$ cat config.mk
export PLATFORM = sky130hd
export DESIGN_NAME = counter_ctrl
export DESIGN_NICKNAME = d
export VERILOG_FILES = /design/src/rtl/counter_ctrl_pkg.sv /design/src/rtl/counter_ctrl.sv
export SDC_FILE = /design/constraint.sdc
export NUM_CORES = 1
export LEC_CHECK = 0
export BUFFER_PORTS_ARGS = -buffer_cell sky130_fd_sc_hd__buf_4
export CAP_MARGIN = 15
export CORE_MARGIN = 2
export CORE_UTILIZATION = 42
export CTS_CLUSTER_SIZE = 10
export DETAILED_ROUTE_END_ITERATION = 10
export PLACE_DENSITY = 0.73
export SLEW_MARGIN = 30
export SYNTH_ARGS = -nofsm -noshare
export SYNTH_HDL_FRONTEND = slang
export SYNTH_SLANG_ARGS = --single-unit
$ cat constraint.sdc
create_clock -name clk -period 1.3 [get_ports clk]
set_input_delay 0.13 -clock clk [delete_from_list [all_inputs] [get_ports clk]]
set_output_delay 0.13 -clock clk [all_outputs]
set_load 0.02 [all_outputs]
$ cat src/rtl/counter_ctrl_pkg.sv
// Shared types for counter_ctrl: FSM state encoding and default widths.
package counter_ctrl_pkg;

   localparam int CC_N_DEFAULT = 4;
   localparam int CC_R_DEFAULT = 4;

   typedef enum logic [1:0] {
      S_IDLE = 2'd0,
      S_LOAD = 2'd1,
      S_RUN  = 2'd2,
      S_DONE = 2'd3
   } state_t;

endpackage

$ cat src/rtl/counter_ctrl.sv
// Sequencer for a 74x163-style counter: load preset, reload on rco for reps periods, pulse done.
// Latency: LOAD one cycle after start, RUN reps*(2^N-preset) cycles, then a one-cycle DONE.
// Backpressure: none; start ignored while busy/DONE. Optional port pause under COUNTER_CTRL_PAUSE_EN.
module counter_ctrl
   import counter_ctrl_pkg::*;
#(
   parameter int N = CC_N_DEFAULT,
   parameter int R = CC_R_DEFAULT
)
(
   input  logic         clk,
   input  logic         clr,
   input  logic         start,
   input  logic         abort,
`ifdef COUNTER_CTRL_PAUSE_EN
   input  logic         pause,
`endif
   input  logic [N-1:0] preset,
   input  logic [R-1:0] reps,
   input  logic         cnt_rco,
   output logic         cnt_ld,
   output logic [N-1:0] cnt_din,
   output logic         cnt_enp,
   output logic         cnt_ent,
   output logic         busy,
   output logic         done,
   output logic [R-1:0] rep_left
);

   state_t       state;
   logic [N-1:0] preset_q;
   logic [R-1:0] rep_q;
   logic         hold;
   logic         in_run;
   logic         take_rco;

`ifdef COUNTER_CTRL_PAUSE_EN
   assign hold = pause;
`else
   assign hold = 1'b0;
`endif

   assign in_run   = (state == S_RUN);
   // While paused the counter's rco is left pending, so a terminal count is not lost.
   assign take_rco = in_run & ~hold & cnt_rco;

   always_ff @(posedge clk or negedge clr) begin
      if (!clr) begin
         state    <= S_IDLE;
         preset_q <= '0;
         rep_q    <= '0;
      end else begin
         case (state)
            S_IDLE: begin
               if (start) begin
                  state    <= S_LOAD;
                  preset_q <= preset;
                  rep_q    <= (reps == '0) ? R'(1) : reps;
               end
            end
            S_LOAD: begin
               if (abort) begin
                  state <= S_IDLE;
                  rep_q <= '0;
               end else begin
                  state <= S_RUN;
               end
            end
            S_RUN: begin
               if (abort) begin
                  state <= S_IDLE;
                  rep_q <= '0;
               end else if (take_rco) begin
                  if (rep_q != R'(1)) begin
                     rep_q <= rep_q - R'(1);
                  end else begin
                     rep_q <= '0;
                     state <= S_DONE;
                  end
               end
            end
            S_DONE: begin
               state <= S_IDLE;
            end
            default: begin
               state <= S_IDLE;
            end
         endcase
      end
   end

   // Load beats count on the counter, so a terminal count restarts the period at preset_q.
   assign cnt_ld   = ~((state == S_LOAD) | take_rco);
   assign cnt_din  = preset_q;
   assign cnt_enp  = in_run & ~hold;
   assign cnt_ent  = in_run;
   assign busy     = (state == S_LOAD) | in_run;
   assign done     = (state == S_DONE);
   assign rep_left = rep_q;

endmodule

; ---- Yosys cells after proc, flatten, opt, wreduce, memory -nomap -nowiden
; Index checks and enable logic that the tools add are counted.
[totals]
reg_bits = 10
inputBits = 13
wordCells = 35
[op_classes]
n_addsub = 1
n_eq_ne = 8
muxes = 13
n_bitwise = 4
n_reduce_logical = 6
[op_table]
columns = cell, n
row1 = 2-to-1 mux 4 bit, 6
row2 = one-hot mux 4 bit (3 select lines), 1
row3 = 2-to-1 mux 2 bit, 5
row4 = one-hot mux 2 bit (4 select lines), 1
row5 = "equality test 2 bit, second input constant", 2
row6 = zero test 4 bit, 1
row7 = "inequality test 2 bit, second input constant", 2
row8 = "inequality test 4 x 1 -> 1 bit, second input constant", 1
row9 = AND reduction 4 bit, 1
row10 = "subtractor 4 x 1 -> 4 bit, second input constant", 1
row11 = "inequality test 3 x 2 -> 1 bit, second input constant", 1
row12 = "inequality test 3 bit, second input constant", 1
row13 = AND reduction 3 bit, 1
row14 = nonzero test 3 bit, 1
row15 = "equality test 2 x 1 -> 1 bit, second input constant", 1
row16 = zero test 2 bit, 1
row17 = bitwise OR 1 bit, 2
row18 = AND reduction 2 bit, 1
row19 = bitwise AND 1 bit, 1
row20 = inverter 1 bit, 1

; ---- Longest topological paths before layout
[depth]
depth_word = 5
depth_mapped = 6

; ---- Worst setup path after synthesis
; Ideal clock, no wire load.
[synth_timing]
path_kind = reg2reg
start = register state[0]
end = register rep_q[0] (netlist: rep_left[0])
setup_ps = 125
t_arrival_ps = 1498
required_ps = 1175
path_slack_ps = -323
stages_incl_launch_ff = 7
n_path_buf = 0
synth_period_minus_slack_ps = 1623
path_cell_list = dfrtp_1 > inv_1 > ha_1 > nor2b_4 > o21bai_4 > nand2_4 > mux2_4
[synth_via]
elab_chain_cells = 4
word_cells_on_any_way = 10
cone_classes = 5 x eq/ne / 1 x mux / 1 x bitwise / 3 x reduce/logical
[synth_rtl]
columns = element, line_no
row1 = start: declaration, counter_ctrl.sv:30  ; state_t state;
row2 = start signal: assignment, counter_ctrl.sv:49  ; state <= S_IDLE;
row3 = start signal: assignment, counter_ctrl.sv:56  ; state <= S_LOAD;
row4 = start signal: assignment, counter_ctrl.sv:63  ; state <= S_IDLE;
row5 = equality test 2 bit *, counter_ctrl.sv:43  ; assign in_run = (state == S_RUN);
row6 = named net cnt_enp, counter_ctrl.sv:23  ; output logic cnt_enp,
row7 = bitwise AND 1 bit, counter_ctrl.sv:45  ; assign take_rco = in_run & ~hold & cnt_rco;
row8 = inequality test 3 x 2 -> 1 bit (no line), --
row9 = AND reduction 4 bit (no line), --
row10 = end signal: assignment, counter_ctrl.sv:58  ; rep_q <= (reps == '0) ? R'(1) : reps;
row11 = end signal: assignment, counter_ctrl.sv:75  ; rep_q <= rep_q - R'(1);
row12 = end: declaration, counter_ctrl.sv:32  ; logic [R-1:0] rep_q;
; The timed path passes the listed nets; every way through them passes the cells marked *.
; A chain may end at the register's enable or synchronous reset.

; ---- Worst setup path in the final report
[layout_timing]
start = register state[0]
end = register rep_q[3] (netlist: rep_left[3])
[layout_via]
elab_chain_cells = 4
word_cells_on_any_way = 10
cone_classes = 5 x eq/ne / 1 x mux / 1 x bitwise / 3 x reduce/logical
[layout_rtl]
columns = element, line_no
row1 = equality test 2 bit, "counter_ctrl.sv:43, counter_ctrl.sv:53"
row2 = bitwise AND 1 bit, counter_ctrl.sv:45
row3 = inequality test 3 x 2 -> 1 bit (no line), --
row4 = AND reduction 4 bit (no line), --
; Several ways; a longest one is shown, not always the timed one.

==> summary.md <==
| Metric | Value |
|---|---|
| Met3 Use GR | 5.00% |
| Port bufs | 25 |
| Gr busiest metal | met2 |
| DRC errors left | 0 |
| Ys Warns | 0 |
| Compound-Gate Fraction of Synth Area | 17.2% |
| Diode count | 0 |
| Data arrival, critical path | 1690 ps |
| Fin. Hold Viols | 0 |
| Min-delay src | preset[1] |
| CP startpoint kind | register |
| Total CTS buffers | 3 |
| Initial drt markers | 4 |
| Seq. cell area | 251 um^2 |
| Share of layout cells above drive strength 1 | 66.0% |
| Die area | 1930 um^2 |
| Adder-cell area share of the yosys netlist | 13.1% |
| HPWL after DPL | 1230 um |
| Max Buffers Root-to-Sink | 2 |
| Layout Nets | 127 |
| Pre-antenna DRT Iters | 4 |
| Worst R2R Start | state[0] |
| Simple-gate portion of the synthesized area | 15.3% |
| Io pins | 26 |
| M2 GR Usage | 32.9% |
| Largest family of logic cells by synthesized area | compound AO/OA/AOI/OAI gates |
| Syn Inst Count | 60 |
| Largest net degree at the start of global routing | 11 |
| CTS tree | yes |
| Ys async rst share | 100% |
| Worst hold path stage count | 2 |
| Pre-CTS WS | -149 ps |
| Clock sink count | 10 |
| Die width | 43.9 um |
| RePlAce Congestion | 0.774 |
| Synth top cells by count | dfrtp_1, ha_1, inv_1 |
| IR Drop Worst-Case VDD | 0.00132 V |
| Post-Synth XOR/XNOR Area | 0% |
| Kind of critical path | reg -> reg |
| Multi-input gate area | 445 um^2 |
| Slew Viols, Final | 0 |
| Worst-Margin Slew | 254 ps |
| Crit-path cells | inv_2 -> ha_4 -> nand3b_1 -> nor2_2 -> a32oi_1 -> o2bb2ai_1 |
| Fin Clk Skew | 5.06 ps |
| F_max | 0.664 GHz |
| Ys flop type | dfrtp_1 |
| Yosys cell types | 28 |
| Final cell count without fillers | 122 |
| Critical path endpoint category | register |
| Clock Root Buffer | clkbuf_4 |
| Initial antenna violation count | 0 |
| Clock transition at the registers of the reported paths | 70 ps |
| Post-route clock period utilization | 116% |
| Cell type with the largest total area after synthesis | dfrtp_1 |
| Die extent in y | 43.9 um |
| #FFs+latches synth | 10 |
| Global routing usage on met1 | 25.0% |
| Fin crit period | 1510 ps |
| Std-Cell Rows | 14 |
| Most frequent cell after synthesis | dfrtp_1 |
| Syn_nets | 80 |
| Fillcell total | 111 |
| Critical path's largest stage delay | 410 ps |
| Worst slew margin | 83.0% |
| Post-Route WL | 1660 um |
| Wire per inst | 13.6 um |
| H-Tree Level Count | 1 |
| Critical Path Fanout Max | 4 |
| Reg2reg path depth | 6 |
| Hold crit path type | in -> reg |
| Syn avg cell area | 11.2 um^2 |
| Pleak | 0.000545 uW |
| Area delta synth->final | 68.4% |
| PD cells | 2610 nW/um^2 |
| Dpl cells | 113 |
| Antenna viol nets, final | 0 |
| Vias per inst | 5.05 |
| Hold endpoint | cnt_din[1] |
| Max-cap viol count | 0 |
| GRT Overall Usage | 20.4% |
| Setup slack after layout | -206 ps |
| Multiplexer share of the synthesized area | 12.0% |
| Post-Synthesis Cell Area | 669 um^2 |
| Initial Utilization | 44.4% |
| Sequential area share after synthesis | 37.4% |
| Violated checks | setup timing |
| Vias in the first global route | 610 |
| WP data required | 1480 ps |
| Run status | finished, violations left |
| Vias | 616 |
| Worst R2R End | rep_left[3] |
| EDFF count, synth | 0 |
| Placeable Area | 1510 um^2 |
| Worst-path cell with the longest stage delay | dfrtp_1 |
| Synth top area cells | dfrtp_1, ha_1, mux2_2 |
| Clk_lat worst skew | 270 ps |
| Final setup viols | 11 |
| Share of the synthesized area in the top cell type | 37.4% |
| Grt ovf | 0 |
| First-pass GRT wire length | 2760 um |
| Flop2flop setup slack | -210 ps |
| RSZ-0062 raised after global routing | true |
==> final cells by class <==
cell class	count	area share, %
multi-input combinational	42	39.5
timing repair buffer	43	30.9
sequential	10	22.3
clock buffer	4	3.22
inverter	7	2.33
tap	16	1.78
==> flip-flops by register name (all words and copies together) (netlist names) <==
| signal | cells |
|---|---|
| cnt_din | 4 |
| state | 2 |
| rep_left | 4 |
==> how the worst max path moves through the flow <==
| stage | cells past startpoint | end | from | slack, ps |
|---|---|---|---|---|
| after floorplan | 6 | rep_left[0] | state[0] | -140 |
| after global placement | 6 | rep_left[0] | state[0] | -100 |
| after detailed placement | 6 | rep_left[0] | state[1] | -150 |
| after CTS | 5 | cnt_ld | state[0] | -170 |
| after global routing | 6 | rep_left[3] | state[0] | -280 |
| final | 6 | rep_left[3] | state[0] | -210 |
==> through the flow <==
stage	total power (uW)	utilization [%]	hold WS [ps]	TNS, ps	cell area (um^2)
final	2940	74.8	87.3	-1250	1130
after global routing	3150	74.8	59.1	-1980	1130
after CTS	2870	73.3	77.7	-1120	1100
after detailed placement	2380	66.3	-34.1	-581	998
after global placement	2360	66.3	-35.2	-359	998
after floorplan	1660	-	-166	-206	701
==> timing repair <==
item	4_1_cts	5_1_grt
hold buffers	1	0
buffers inserted	3	1
pin swaps	0	3
endpoints found under the hold margin	10	0
gates resized for setup	9	6
endpoints found under the setup margin	15	15
==> cells in the final DEF (no fill, tap or decap), types with 2 or more instances in the layout <==
cell,n
ha_1,3
inv_2,3
a32oi_1,2
mux2_2,4
ha_4,3
buf_6,6
nor2b_4,2
nor2_1,2
dfrtp_1,9
clkbuf_4,3
mux2i_1,2
nor3_1,2
a21oi_2,2
o21ai_0,2
buf_4,36
inv_1,4
==> where the power goes <==
group | switching [uW] | internal, uW | leakage [uW]
Sequential | 107 | 460 | 0.000122
Combinational | 968 | 1120 | 0.000402
Clock | 115 | 170 | 0.0000210
Total | 1190 | 1750 | 0.000545
==> critical path: cells and delay by family (launching register included) <==
family	cells	cell delay, ps
AND/OR/NAND/NOR	2	310
AO/OA/AOI/OAI	2	310
flip-flops	1	410
buffers and inverters	1	90
adder cells (fa/ha/maj)	1	290
==> routing by layer <==
metal / vias to the layer above / part of all wire (%)
met5: - / 0
met4: 0 / 0.84
met3: 2 / 6.0
met2: 20 / 49
met1: 289 / 44
li1: 305 / -
==> cell families (layout without fill, tap and decap cells) <==
group,after synthesis,in the layout
and+or+nand+nor,14,14
DFF,10,10
muxes,7,7
adders and majority gates,7,7
AOI/OAI and AO/OA,14,14
buffers and inverters,8,54
Power figures use the tool's default switching activity.
